--- src/rtl/uart_serial_rx_monitor.sv ---
// uart_serial_rx_monitor: 16x oversampled 8N1 receiver into a FWFT FIFO; UART_RX_MONITOR_PARITY_EN adds a parity bit
module uart_serial_rx_monitor #(
  parameter int FIFO_AW = 3,
  parameter int SYNC_STAGES = 2
) (
  input  logic             wb_clock,
  input  logic             wb_rst_i,
  input  logic             rx_i,
  input  logic [15:0]      divisor_i,
  output logic [7:0]       data_o,
  output logic             valid_o,
  input  logic             ready_i,
  output logic             framing_err_o,
  output logic             overrun_o,
  input  logic             clr_i,
`ifdef UART_RX_MONITOR_PARITY_EN
  input  logic             parity_odd_i,
  output logic             parity_err_o,
`endif
  output logic [FIFO_AW:0] count_o
);
  localparam int DEPTH = 2 ** FIFO_AW;
`ifdef UART_RX_MONITOR_PARITY_EN
  typedef enum logic [2:0] {IDLE, START, DATA, PARITY, STOP, BREAK} state_t;
`else
  typedef enum logic [2:0] {IDLE, START, DATA, STOP, BREAK} state_t;
`endif
  state_t state, state_n;
  logic [SYNC_STAGES-1:0] sync_q;
  logic rxs, tick, push, ferr_n, bad_par, pop, full, wr, ovr;
  logic [15:0] tcnt;
  logic [3:0] sc, sc_n;
  logic [2:0] bidx, bidx_n;
  logic [7:0] shift, shift_n;
  logic [7:0] mem [DEPTH];
  logic [FIFO_AW-1:0] wp, rp;
  logic [FIFO_AW:0] cnt;
  assign rxs = sync_q[SYNC_STAGES-1];
  assign tick = tcnt == 16'd0;
`ifdef UART_RX_MONITOR_PARITY_EN
  logic par_q, par_n, perr_n;
  assign bad_par = par_q != (^shift ^ parity_odd_i);
`else
  assign bad_par = 1'b0;
`endif
  // rx synchroniser, idles high
  always_ff @(posedge wb_clock or posedge wb_rst_i)
    if (wb_rst_i) sync_q <= '1;
    else sync_q <= {sync_q[SYNC_STAGES-2:0], rx_i};
  // free-running 1/16-bit tick; a new divisor is picked up only at reload
  always_ff @(posedge wb_clock or posedge wb_rst_i)
    if (wb_rst_i) tcnt <= 16'd0;
    else tcnt <= tick ? (divisor_i == 16'd0 ? 16'd0 : divisor_i - 16'd1) : tcnt - 16'd1;
  // deframer state and datapath registers
  always_ff @(posedge wb_clock or posedge wb_rst_i)
    if (wb_rst_i) begin
      state <= IDLE;
      sc <= 4'd0;
      bidx <= 3'd0;
      shift <= 8'd0;
      framing_err_o <= 1'b0;
`ifdef UART_RX_MONITOR_PARITY_EN
      par_q <= 1'b0;
      parity_err_o <= 1'b0;
`endif
    end else begin
      state <= state_n;
      sc <= sc_n;
      bidx <= bidx_n;
      shift <= shift_n;
      framing_err_o <= ferr_n;
`ifdef UART_RX_MONITOR_PARITY_EN
      par_q <= par_n;
      parity_err_o <= perr_n;
`endif
    end
  // next-state: start detect, mid-bit start check, data/parity/stop sampling at sc==15
  always_comb begin
    state_n = state;
    sc_n = tick ? sc + 4'd1 : sc;
    bidx_n = bidx;
    shift_n = shift;
    push = 1'b0;
    ferr_n = 1'b0;
`ifdef UART_RX_MONITOR_PARITY_EN
    par_n = par_q;
    perr_n = 1'b0;
`endif
    case (state)
      IDLE: if (!rxs) begin
        state_n = START;
        sc_n = 4'd0;
      end
      START: if (tick && sc == 4'd7) begin
        state_n = rxs ? IDLE : DATA;
        sc_n = 4'd0;
        bidx_n = 3'd0;
      end
      DATA: if (tick && sc == 4'd15) begin
        shift_n = {rxs, shift[7:1]};
        bidx_n = bidx + 3'd1;
        sc_n = 4'd0;
`ifdef UART_RX_MONITOR_PARITY_EN
        if (bidx == 3'd7) state_n = PARITY;
      end
      PARITY: if (tick && sc == 4'd15) begin
        par_n = rxs;
        sc_n = 4'd0;
        state_n = STOP;
`else
        if (bidx == 3'd7) state_n = STOP;
`endif
      end
      STOP: if (tick && sc == 4'd15) begin
        ferr_n = !rxs;
        push = rxs && !bad_par;
`ifdef UART_RX_MONITOR_PARITY_EN
        perr_n = bad_par;
`endif
        state_n = rxs ? IDLE : BREAK;
      end
      BREAK: if (rxs) state_n = IDLE;
      default: state_n = IDLE;
    endcase
  end
  assign pop = valid_o && ready_i;
  assign full = cnt == (FIFO_AW + 1)'(DEPTH);
  assign wr = push && (!full || pop);
  assign ovr = push && full && !pop;
  assign valid_o = cnt != '0;
  assign data_o = valid_o ? mem[rp] : 8'd0;
  assign count_o = cnt;
  // FIFO storage, no reset needed since data_o is masked by valid_o
  always_ff @(posedge wb_clock)
    if (wr) mem[wp] <= shift;
  // FIFO pointers, occupancy and sticky overrun (set beats clear)
  always_ff @(posedge wb_clock or posedge wb_rst_i)
    if (wb_rst_i) begin
      wp <= '0;
      rp <= '0;
      cnt <= '0;
      overrun_o <= 1'b0;
    end else begin
      wp <= wr ? wp + 1'b1 : wp;
      rp <= pop ? rp + 1'b1 : rp;
      cnt <= cnt + (FIFO_AW + 1)'(wr) - (FIFO_AW + 1)'(pop);
      overrun_o <= ovr | (overrun_o & ~clr_i);
    end
endmodule

--- config.mk ---
export PLATFORM = sky130hd
export DESIGN_NAME = uart_serial_rx_monitor
export DESIGN_NICKNAME = d
export VERILOG_FILES = /design/src/rtl/uart_serial_rx_monitor.sv
export SDC_FILE = /design/constraint.sdc
export NUM_CORES = 1
export LEC_CHECK = 0
export ABC_AREA = 1
export ABC_CLOCK_PERIOD_IN_PS = 6600
export BUFFER_PORTS_ARGS = -buffer_cell sky130_fd_sc_hd__buf_2
export CORE_ASPECT_RATIO = 0.5
export CORE_MARGIN = 3
export CORE_UTILIZATION = 40
export CTS_CLUSTER_SIZE = 24
export DETAILED_ROUTE_END_ITERATION = 10
export MAX_ROUTING_LAYER = met4
export PLACE_DENSITY = 0.57
export SYNTH_ARGS = -nofsm -noshare
export SYNTH_HDL_FRONTEND = slang
export SYNTH_SLANG_ARGS = --single-unit
--- constraint.sdc ---
create_clock -name wb_clock -period 6.6 [get_ports wb_clock]
set_input_delay 1.32 -clock wb_clock [delete_from_list [all_inputs] [get_ports wb_clock]]
set_output_delay 1.32 -clock wb_clock [all_outputs]
set_load 0.01 [all_outputs]
==> metrics <==
setup TNS 0 ns; fmax between 200 and 250 MHz; FFs w/ async S/R, synth 0.429; DRC viols 0; Slowest-stage cell, CP dfrtp_1; Area growth, synth to finish 11.4%; HP Class flip-flop to flip-flop; CP Cell Sequence inv_1 > o21ai_0 > o21ai_0 > o21ai_0 > a31oi_1 > buf_2; CP bufs+invs 2; Post-synth EDFFs 64; Max VDD drop 0.121 mV; final hold vios 0; routed len/inst about 15 um; Longest Clk Path Bufs 2; CP startpoint rp[0]$_DFFE_PP0N_; crit path kind flip-flop to output port; area of the mapped netlist 0.00565 mm2; Syn. warnings 0; TritonCTS Buffers 9; mux share of post-synthesis cell area 0; max-slew violation count 0; main combinational cell family by area after synthesis simple AND/OR/NAND/NOR gates; Worst setup EP type output port; Critical Path Fanout Max 34; leakage power 2.81 nW; worst reg2reg path endpoint mem[5][7]$_DFFE_PP_; nature of the critical path startpoint flip-flop; TritonRoute pass-1 iters 5; Ant. Diodes 0; DP HPWL 8260 um; final period utilization 0.633; GR Util All Layers 0.162; # clock sinks between 100 and 150; unrepaired setup endpoints after global routing false; Mapped Cells 585; main flop type after synthesis edfxtp_1; share of post-route cells with drive strength above 1 0.158; I/O pin count 36; total power between 1.5 and 2 mW; Final ANT Viol Nets 0; metal1 wirelength between 5000 and 6000 um; Die H 90.0 um; root buf cell clkbuf_16; hold_sp sync_q[0]$_DFF_PP1_; WP data required approximately 5.3 ns; die area around 0.016 mm2; area of placed instances ~0.0060 mm2; power per cell area between 200 and 300 mW/mm2; vias roughly 4k; Seq cells post-synth 112; num rows 29; GR Overflow Total 0; reg2reg start tcnt[0]$_DFF_PP0_; RePlAce Congestion around 0.84; arrival time worst endpoint 2.86 ns; fin area 0.00629 mm2; fin crit period approximately 4.2 ns; Slew @ Worst Pin about 1.1 ns; Unique masters post-synth 40; hold depth 0; Die X between 150 and 200 um; Worst path top cell family by delay flip-flops; clock-pin slew on the worst setup and hold paths about 0.08 ns; CTS Hold Bufs 0; # resized after CTS 0; synthesized area per cell between 9 and 10 um2; R2R depth 8; Synth Area in Adders 0.0324; Clock H-tree levels 3; simple-gate share of the synthesized area 0.221; most common cell after layout, fill and taps aside nor2_1; core box area 0.0132 mm2; wire length on met2 about 5400 um; commonest cells after routing, fill and taps aside nor2_1, nand2_1, edfxtp_1; number of global-route vias before repair a little under 4k; antenna violations before repair 0; Clock Latency Late Sink 0.35 ns; Reg2Reg Setup Slack around 4 ns; DR vias/cell between 4 and 5; max cap viols 0; Post-Synth XOR/XNOR Area 0.0419; top routing layer in use met4; Synth Area in Compound Gates 0.0964; status completed; Port Buf Inserts 35; CTS tree built; largest net degree at the start of global routing 49; first-pass GRT wire length a little under 20,000 um; Mapped Nets between 600 and 700; post-CTS setup buffers 0; DRT Wirelength roughly 12,000 um; sequential area share after synthesis 0.554; DR WL met3 about 520 um; Final setup viols 0; Slew headroom 0.280; CP most frequent cell o21ai_0; Clock Skew 0.00824 ns; CP peak stage delay 1.00 ns; fin nets between 600 and 700; 1st-iter DRT viols between 300 and 400; initial core utilization 0.427; Hold Path Sink sync_q[1]$_DFF_PP1_
## cells by family after synthesis
kind of cell             after synthesis
AND/OR/NAND/NOR                      273
XOR/XNOR                              27
adder cells (fa/ha/maj)               14
buffers and inverters                 71
AO/OA/AOI/OAI                         88
flip-flops                           112
## how the worst max path moves through the flow
stage	to	depth (start not counted)
6_report	data_o[7]	6
5_1_grt	data_o[1]	6
4_1_cts	data_o[7]	6
3_5_place_dp	data_o[7]	6
3_3_place_gp	data_o[7]	6
2_1_floorplan	mem[1][0]$_DFFE_PP_	4
## area by class of cell
cell class,instances,area (um2)
fillers,1292,6920
flip-flops and latches,112,3130
multi-input cells,402,2230
well taps,186,233
clock buffers,10,229
inverters,54,203
repair buffers,35,175
clock inverters,6,95.1
## cells in the mapped netlist, types with 3 or more instances
library cell,instances,area share
o21ai_0,58,0.051
nand2_2,6,0.0066
o22ai_2,7,0.016
a31oi_1,8,0.0089
xnor2_1,12,0.019
nand4_1,4,0.0044
clkbuf_1,6,0.0040
ha_1,13,0.029
nor3_1,10,0.0089
o21ai_2,4,0.0062
xor2_1,15,0.023
o21ai_1,3,0.0027
nor2_2,11,0.012
dfrtp_1,46,0.20
edfxtp_1,64,0.34
nand3_1,38,0.034
nor2_1,97,0.064
inv_1,50,0.033
buf_2,6,0.0053
buf_6,5,0.010
nand2_1,95,0.063
## metrics by stage
step	hold slack, ns	cells	utilization	setup WS (ns)
final	0.357	805	0.476	2.42
after global routing	0.361	805	0.476	2.00
after CTS	0.358	805	0.476	2.44
after detailed placement	0.347	789	0.452	2.82
after global placement	0.347	789	0.452	2.87
after floorplan	0.345	585	-	3.87
## power breakdown
part	switching [mW]	internal [mW]	leakage [nW]
logic	0.281	0.182	1.33
registers	0.0599	0.758	1.32
clock network	0.256	0.339	0.158
## state kept, by name, indices dropped and copies added, names as in the netlist, 3 cells and up
| name | count |
|---|---|
| wp | 3 |
| sc | 4 |
| bidx | 3 |
| rp | 3 |
| state | 3 |
| count_o | 4 |
| tcnt | 16 |
| mem | 64 |
| shift | 8 |
## metal layers
metal,global-route usage,vias up
li1,-,2010
met1,0.216,1880
met2,0.255,85
met3,0.0349,12
met4,0.0368,0
met5,-,-
Note: power is estimated with default switching activity, not from simulation.
